<file path="src/rtl/counter_user.sv">
// rtl/counter_user.sv - user-side step indexer/checker for the sequence game.
// Optional per-press timeout enabled by defining USER_TIMEOUT_EN.
module counter_user #(
  parameter int SIZE        = 4,
  parameter int CODE_W      = 2,
  parameter int TIMEOUT_CYC = 1000,
  parameter int TMR_W       = 10
) (
  input  logic                   CLKHZ,
  input  logic                   R,
  input  logic                   E,
  input  logic [SIZE-1:0]        ROUND,
  input  logic [2**CODE_W-1:0]   BTN,
  input  logic [CODE_W-1:0]      EXP_CODE,
  output logic [SIZE-1:0]        SEQUSER,
  output logic                   busy_User,
  output logic                   end_User,
  output logic                   err_User,
  output logic                   timeout_User
);

  localparam int NBTN = 2**CODE_W;

  localparam logic [2:0] IDLE         = 3'd0;
  localparam logic [2:0] WAIT_PRESS   = 3'd1;
  localparam logic [2:0] WAIT_RELEASE = 3'd2;
  localparam logic [2:0] DONE         = 3'd3;
  localparam logic [2:0] ERROR        = 3'd4;

  logic [2:0]        r_state;
  logic [SIZE-1:0]   r_seq;
  logic [SIZE-1:0]   r_round_q;
  logic [NBTN-1:0]   r_btn_prev;
  logic [CODE_W-1:0] w_code;
  logic              w_onehot;
  logic              w_press;
  logic              w_tmo;

  always_comb begin
    w_code = '0;
    for (int i = 0; i < NBTN; i++) begin
      if (BTN[i]) w_code = CODE_W'(i);
    end
  end

  // Only a clean single-button rising press counts; chords are silently ignored.
  assign w_onehot = (BTN != '0) && ((BTN & (BTN - NBTN'(1))) == '0);
  assign w_press  = w_onehot && (r_btn_prev == '0);

`ifdef USER_TIMEOUT_EN
  logic [TMR_W-1:0] r_tmr;
  logic             r_to;

  assign w_tmo = (r_tmr == TMR_W'(TIMEOUT_CYC - 1));

  always_ff @(posedge CLKHZ) begin
    if (R) begin
      r_tmr <= '0;
      r_to  <= 1'b0;
    end else begin
      if (r_state != WAIT_PRESS) r_tmr <= '0;
      else                       r_tmr <= r_tmr + TMR_W'(1);
      r_to <= (r_state == WAIT_PRESS) && E && !w_press && w_tmo;
    end
  end

  assign timeout_User = r_to;
`else
  logic [TMR_W-1:0] w_unused_tmr;
  assign w_unused_tmr = TMR_W'(TIMEOUT_CYC);
  assign w_tmo        = 1'b0;
  assign timeout_User = 1'b0;
`endif

  always_ff @(posedge CLKHZ) begin
    if (R) begin
      r_state    <= IDLE;
      r_seq      <= '0;
      r_round_q  <= '0;
      r_btn_prev <= '0;
    end else begin
      r_btn_prev <= BTN;
      case (r_state)
        IDLE: begin
          if (E) begin
            r_round_q <= ROUND;
            r_seq     <= '0;
            r_state   <= WAIT_PRESS;
          end
        end
        WAIT_PRESS: begin
          if (!E) begin
            r_seq   <= '0;
            r_state <= IDLE;
          end else if (w_press) begin
            r_state <= (w_code == EXP_CODE) ? WAIT_RELEASE : ERROR;
          end else if (w_tmo) begin
            r_state <= ERROR;
          end
        end
        WAIT_RELEASE: begin
          if (!E) begin
            r_seq   <= '0;
            r_state <= IDLE;
          end else if (BTN == '0) begin
            if (r_seq == r_round_q) begin
              r_state <= DONE;
            end else begin
              r_seq   <= r_seq + SIZE'(1);
              r_state <= WAIT_PRESS;
            end
          end
        end
        DONE, ERROR: begin
          r_seq   <= '0;
          r_state <= IDLE;
        end
        default: begin
          r_seq   <= '0;
          r_state <= IDLE;
        end
      endcase
    end
  end

  assign SEQUSER   = r_seq;
  assign busy_User = (r_state == WAIT_PRESS) || (r_state == WAIT_RELEASE);
  assign end_User  = (r_state == DONE);
  assign err_User  = (r_state == ERROR);

endmodule

</file>
<file path="config.mk">
export PLATFORM = sky130hd
export DESIGN_NAME = counter_user
export DESIGN_NICKNAME = d
export VERILOG_FILES = /design/src/rtl/counter_user.sv
export SDC_FILE = /design/constraint.sdc
export NUM_CORES = 1
export LEC_CHECK = 0
export BUFFER_PORTS_ARGS = -buffer_cell sky130_fd_sc_hd__buf_2
export CAP_MARGIN = 20
export CORE_MARGIN = 5
export CORE_UTILIZATION = 55
export CTS_CLUSTER_DIAMETER = 60
export DETAILED_ROUTE_END_ITERATION = 8
export PLACE_DENSITY_LB_ADDON = 0.1
export SLEW_MARGIN = 40
export SYNTH_ARGS = -nofsm -noshare
export SYNTH_HDL_FRONTEND = slang
export SYNTH_SLANG_ARGS = --single-unit
export TNS_END_PERCENT = 10
</file>
<file path="constraint.sdc">
create_clock -name CLKHZ -period 2.77 [get_ports CLKHZ]
set_clock_uncertainty 0.15 [all_clocks]
set_input_delay 0.554 -clock CLKHZ [delete_from_list [all_inputs] [get_ports CLKHZ]]
set_output_delay 0.554 -clock CLKHZ [all_outputs]
set_load 0.005 [all_outputs]
</file>
==> results of run 1 <==
[flip-flops by register name (all words and copies together), names as in the netlist]
name,cells
SEQUSER,4
r_btn_prev,4
r_round_q,4
r_state,3
[worst max-delay path by stage]
| stage | end | slack [ps] |
|---|---|---|
| global route | busy_User | 790 |
| floorplan | SEQUSER[2] | 790 |
| finish | busy_User | 890 |
| detailed placement | SEQUSER[3] | 620 |
| global placement | SEQUSER[2] | 690 |
| CTS | busy_User | 890 |
[power by group]
| group | switching [W] | internal (W) | leakage, nW |
|---|---|---|---|
| combinational | 0.0000348 | 0.0000282 | 0.268 |
| sequential | 0.00000598 | 0.000223 | 0.123 |
| clock | 0.0000641 | 0.0000557 | 0.0150 |
[metal layers]
layer	share of wire	wire (um)
met3	0.047	75
met2	0.44	701
met5	0	0
met1	0.50	791
met4	0.010	16
[synthesized netlist by cell type (3+ instances only)]
library cell | instances | area, sq um
xor2_1 | 4 | 35.03
nor2b_1 | 3 | 18.77
nor2_1 | 10 | 37.54
mux2i_1 | 9 | 90.09
nand2_1 | 3 | 11.26
nor3_2 | 3 | 30.03
nand3_1 | 6 | 30.03
xnor2_1 | 5 | 43.79
dfxtp_1 | 15 | 300.3
[cells by family after synthesis]
group / Yosys count / synth area share
other: 1 / 0.004300
and+or+nand+nor: 40 / 0.2841
buffers and inverters: 8 / 0.05021
adders and majority gates: 1 / 0.01434
AOI/OAI and AO/OA: 10 / 0.1090
xor gates and xnor gates: 9 / 0.09038
DFF: 15 / 0.3443
muxes: 9 / 0.1033
[per-stage QoR]
stage          total power, W  cell area, sq um  hold slack, ps    util  worst slack, ps
2_1_floorplan       0.0002792             872.1           331.7       -            795.0
3_3_place_gp        0.0002963             950.9           342.1  0.6312            687.1
3_5_place_dp        0.0002975             950.9           360.4  0.6312            622.5
4_1_cts             0.0004168             977.2           362.8  0.6487            885.8
5_1_grt             0.0004343             977.2           371.9  0.6487            786.9
6_report            0.0004122             977.2           358.7  0.6487            889.0
[cell type report]
cell class | count | area share
Tap cell | 16 | 0.02049
Inverter | 2 | 0.007682
Timing Repair Buffer | 19 | 0.09731
Clock buffer | 4 | 0.02689
Sequential cell | 15 | 0.3073
Multi-Input combinational cell | 70 | 0.5403
[worst min-delay path, stage by stage]
cell	delay, ps
buf_2	70
mux2i_1	50
nor2_1	70
==> flow_summary.json, run 1 <==
{
  "pin_count": 21,
  "cts_root_buf": "clkbuf_4",
  "worst_setup_path_start_kind": "flip-flop",
  "cp_slowest_cell": "dfxtp_1",
  "grtUsageMet1": 0.1890,
  "fmax_ghz": 0.5316,
  "cts_setup_buffers": 0,
  "finalWeightedCongestion": 0.7348,
  "hold_class": "in -> reg",
  "worstSetupPathType": "reg -> out",
  "yosysWarnings": 0,
  "hold_depth": 3,
  "grt_pass1_vias": 589,
  "power_density_mw_per_mm2": 421.8,
  "maxSlewViolCount": 0,
  "status": "finished clean",
  "wl_per_cell_um": 12.58,
  "htree_levels": 1,
  "grt_max_degree": 14,
  "slowest_delay_ps": 570,
  "critPathBufInv": 1,
  "reg2reg_to": "r_state[1]",
  "synth.cell_area_sq_um": 872.1,
  "routed_wl_mm": 1.585,
  "mostFrequentLayoutCells": "buf_2, dfxtp_1, nor2_1, mux2i_1, nand3_1",
  "register_area_sq_um": 300.3,
  "cts_sinks": 15,
  "worst_ep_arrival_time_ps": 1180,
  "clk_path_buf_depth": 2,
  "multi_input_area_sq_um": 528.0,
  "grtUsageMet2": 0.1801,
  "synth_seq_cells": 15,
  "ys.flop_type": "dfxtp_1",
  "io_buffers": 19,
  "syn_avg_cell_area_sq_um": 9.377,
  "antenna_found_initial": 0,
  "first_pass_iters": 4,
  "setup.worst_path.start": "r_state[1]",
  "min_period_ps": 1881,
  "synth_fp_nets": 107,
  "rows": 14,
  "grt_overflow": 0,
  "drt_iter0_drc": 12,
  "clkTransAtPathRegs_ps": 90,
  "insertion_delay_ps": 270,
  "dieArea_sq_mm": 0.002482,
  "worstPathCellList": "xnor2_1 > nor2_1 > buf_2",
  "async_reset_ff_frac": 0,
  "synth_seq_area_share": 0.3443,
  "postCtsHoldBufs": 0,
  "ant_nets": 0,
  "dp_hpwl_mm": 1.261,
  "placed_cells": 122,
  "fp.dieH_um": 49.82,
  "cts_resized": 0,
  "required_ps": 2070,
  "reg2reg_depth": 4,
  "fillers": 142,
  "num_vias": 684,
  "setup_viol": 0,
  "final_common_cell": "buf_2",
  "drc": 0,
  "hold_end": "r_round_q[3]",
  "final-hold-violation-count": 0,
  "maxCapViolations": 0,
  "final_cell_count_no_fill": 126,
  "drive_gt1_frac": 0.2727,
  "vias_per_cell": 5.429,
  "fin_crit_sh": 0.6790,
  "ys_types": 37,
  "setup_tns_ps": 0,
  "start_util": 0.5789,
  "cts_tree": "yes",
  "cp_max_fo": 10,
  "grt_pass1_wl_mm": 2.601,
  "regToRegSetupSlack_ps": 1130,
  "worstHoldStart": "ROUND[3]",
  "cp_top_family": "flip-flops",
  "critPathCaptureType": "output port",
  "use_met3": 0.03916,
  "diodes": 0,
  "numCtsBuffers": 3,
  "die_x_um": 49.82,
  "synth_edf_count": 0,
  "path_depth": 3,
  "core_area_sq_mm": 0.001506,
  "vdd_drop_max_mv": 0.2898,
  "grt_busiest_layer": "met1",
  "leakagePower_nw": 0.4058,
  "rr_startpoint": "r_state[0]",
  "num-nets-final": 125,
  "area_delta_synth_final_pct": 12.05,
  "rsz0062_at_grt": "false",
  "track_usage": 0.1315,
  "synthesis.instances": 93
}
No activity file was read; power rests on OpenSTA's default activity.
==> run 2, diff against run 1 <==
Settings changed: ABC_AREA from default to 1, CORE_UTILIZATION 55 to 52.
Clock period 2.77 ns to 1.75 ns, I/O delays scaled along.
==> flow_summary.json, run 2 <==
{
  "diodes": 0,
  "yosys-top-cells-count": "nand2_1, nor2_1, inv_1, dfxtp_1, nand3_1",
  "grt_max_degree": 12,
  "dieArea_sq_mm": 0.002843,
  "final_cell_count_no_fill": 186,
  "synth_seq_cells": 15,
  "rsz0062_at_grt": "false",
  "slowest_delay_ps": 470,
  "num-nets-final": 176,
  "cp_max_fo": 5,
  "postCtsHoldBufs": 0,
  "wl_per_cell_um": 10.51,
  "insertion_delay_ps": 280,
  "power_density_mw_per_mm2": 941.5,
  "io_buffers": 19,
  "regToRegSetupSlack_ps": 220,
  "hold_end": "r_btn_prev[0]",
  "synth_seq_area_share": 0.3077,
  "multi_input_area_sq_um": 553.0,
  "synth_adder_area_share": 0.01282,
  "pin_count": 21,
  "drt_iter0_drc": 12,
  "synthTopCellsByArea": "dfxtp_1, nand2_1, nor2_1, inv_1, nand3_1",
  "cts_sinks": 15,
  "critPathCaptureType": "output port",
  "worstPathCellList": "inv_1 > nand3_2 > nand2_1 > buf_2",
  "fin_area_sq_mm": 0.001085,
  "min_period_ps": 1678,
  "critPathBufInv": 2,
  "synth_top_family_by_area": "simple AND/OR/NAND/NOR gates",
  "synth_mux_area_frac": 0,
  "drive_gt1_frac": 0.2733,
  "worst_slack_ps": 72.34,
  "register_area_sq_um": 300.3,
  "worstSetupPathType": "reg -> out",
  "vias_per_cell": 4.769,
  "worst_ep_arrival_time_ps": 1180,
  "start_util": 0.5532,
  "leakagePower_nw": 0.5406,
  "yosysTopAreaCell": "dfxtp_1",
  "placed_cells": 182,
  "required_ps": 1250,
  "num_vias": 887,
  "first_pass_iters": 4,
  "area_delta_synth_final_pct": 11.15,
  "grt_pass1_wl_mm": 3.215,
  "htree_levels": 1,
  "vdd_drop_max_mv": 0.5778,
  "status": "finished clean",
  "grt_overflow": 0,
  "maxCapViolations": 0,
  "synth_fp_nets": 155,
  "clk_path_buf_depth": 2,
  "setup_tns_ps": 0,
  "ant_nets": 0,
  "synth.cell_area_sq_um": 975.9,
  "synthSimpleGateAreaFrac": 0.4513,
  "synth_compound_area_frac": 0.06282,
  "dp_slack_ps": 212.1,
  "antenna_found_initial": 0,
  "fp.dieH_um": 53.32,
  "die_x_um": 53.32,
  "ys_types": 28,
  "hold_class": "in -> reg",
  "reg2reg_to": "SEQUSER[0]",
  "grt_pass1_vias": 827,
  "synth_xor_area_frac": 0.03590,
  "clkTransAtPathRegs_ps": 90,
  "async_reset_ff_frac": 0,
  "mostFrequentLayoutCells": "nand2_1, nor2_1, buf_2, inv_1, dfxtp_1",
  "fin_crit_sh": 0.9587,
  "cts_root_buf": "clkbuf_4",
  "final_common_cell": "nand2_1",
  "numCtsBuffers": 3,
  "final-hold-violation-count": 0,
  "worstHoldStart": "BTN[0]",
  "fillers": 182,
  "yosysWarnings": 0,
  "setup_viol": 0,
  "dp_hpwl_mm": 1.586,
  "syn_avg_cell_area_sq_um": 6.922,
  "rows": 15,
  "track_usage": 0.1539,
  "routed_wl_mm": 1.954,
  "hold_depth": 3,
  "maxSlewViolCount": 0,
  "reg2reg_depth": 9,
  "cp_slowest_cell": "dfxtp_1",
  "netlist.area_leader.share": 0.3077,
  "fmax_ghz": 0.5961,
  "cts_setup_buffers": 0,
  "core_area_sq_mm": 0.001764,
  "cts_tree": "yes",
  "finalWeightedCongestion": 0.7898,
  "synthesis.instances": 141,
  "synth_edf_count": 0,
  "yosysMostFrequentCell": "nand2_1",
  "drc": 0,
  "cts_resized": 0,
  "ys.flop_type": "dfxtp_1",
  "rr_startpoint": "SEQUSER[2]",
  "placed_area_sq_mm": 0.001059,
  "worst_setup_path_start_kind": "flip-flop",
  "cp_top_family": "flip-flops"
}
run 2: cell count changes after synthesis, sizes merged, moves of 7 or more:
cell | before | now
nand2 | 3 | 37
inv | 2 | 21
nor2 | 11 | 27
mux2i | 9 | 0
a21oi | 0 | 7
nand3 | 6 | 16
run 2: how the worst max path moves through the flow:
stage | start | to | slack, ps | depth (start not counted)
6_report | r_state[0] | busy_User | 70 | 4
3_5_place_dp | BTN[2] | SEQUSER[0] | 210 | 10
5_1_grt | r_state[0] | busy_User | 2 | 4
3_3_place_gp | BTN[2] | SEQUSER[3] | 260 | 8
4_1_cts | r_state[1] | busy_User | 50 | 4
2_1_floorplan | E | r_state[1] | 340 | 8
run 2: final cells by class:
type	instances	share of cell area
multi-input cells	102	0.5098
flip-flops and latches	15	0.2768
inverters	21	0.07266
well taps	25	0.02884
repair buffers	19	0.08766
clock buffers	4	0.02422
run 2: kinds of logic after synthesis:
family                   after synthesis
AO/OA/AOI/OAI                         10
XOR/XNOR                               4
adder cells (fa/ha/maj)                1
buffers and inverters                 24
flip-flops                            15
other                                  1
AND/OR/NAND/NOR                       86
run 2: through the flow:
step | power, W | utilization | hold slack (ps)
floorplan | 0.0007470 | - | 293.1
global placement | 0.0008234 | 0.6000 | 306.1
detailed placement | 0.0008366 | 0.6000 | 317.7
CTS | 0.001035 | 0.6149 | 158.3
global route | 0.001098 | 0.6149 | 173.1
finish | 0.001021 | 0.6149 | 174.9
run 2: layer usage:
| metal | part of all wire | vias up | track usage |
|---|---|---|---|
| met3 | 0.041 | 4 | 0.02535 |
| met4 | 0.018 | 0 | 0.07660 |
| met5 | 0 | - | 0 |
| met1 | 0.45 | 395 | 0.1720 |
| met2 | 0.49 | 14 | 0.2755 |
| li1 | - | 474 | - |
run 2: power breakdown:
part | total, W | switching [W] | internal (W) | leakage (nW)
Clock | 0.000194 | 0.000106 | 0.0000884 | 0.0150
Sequential | 0.000440 | 0.0000574 | 0.000383 | 0.123
Combinational | 0.000386 | 0.000237 | 0.000150 | 0.402
Total | 0.00102 | 0.000400 | 0.000621 | 0.541
run 2: worst min-delay path: cells and delay by family:
kind                   cells  cell delay [ps]
buffers and inverters      2              150
AND/OR/NAND/NOR            1               70
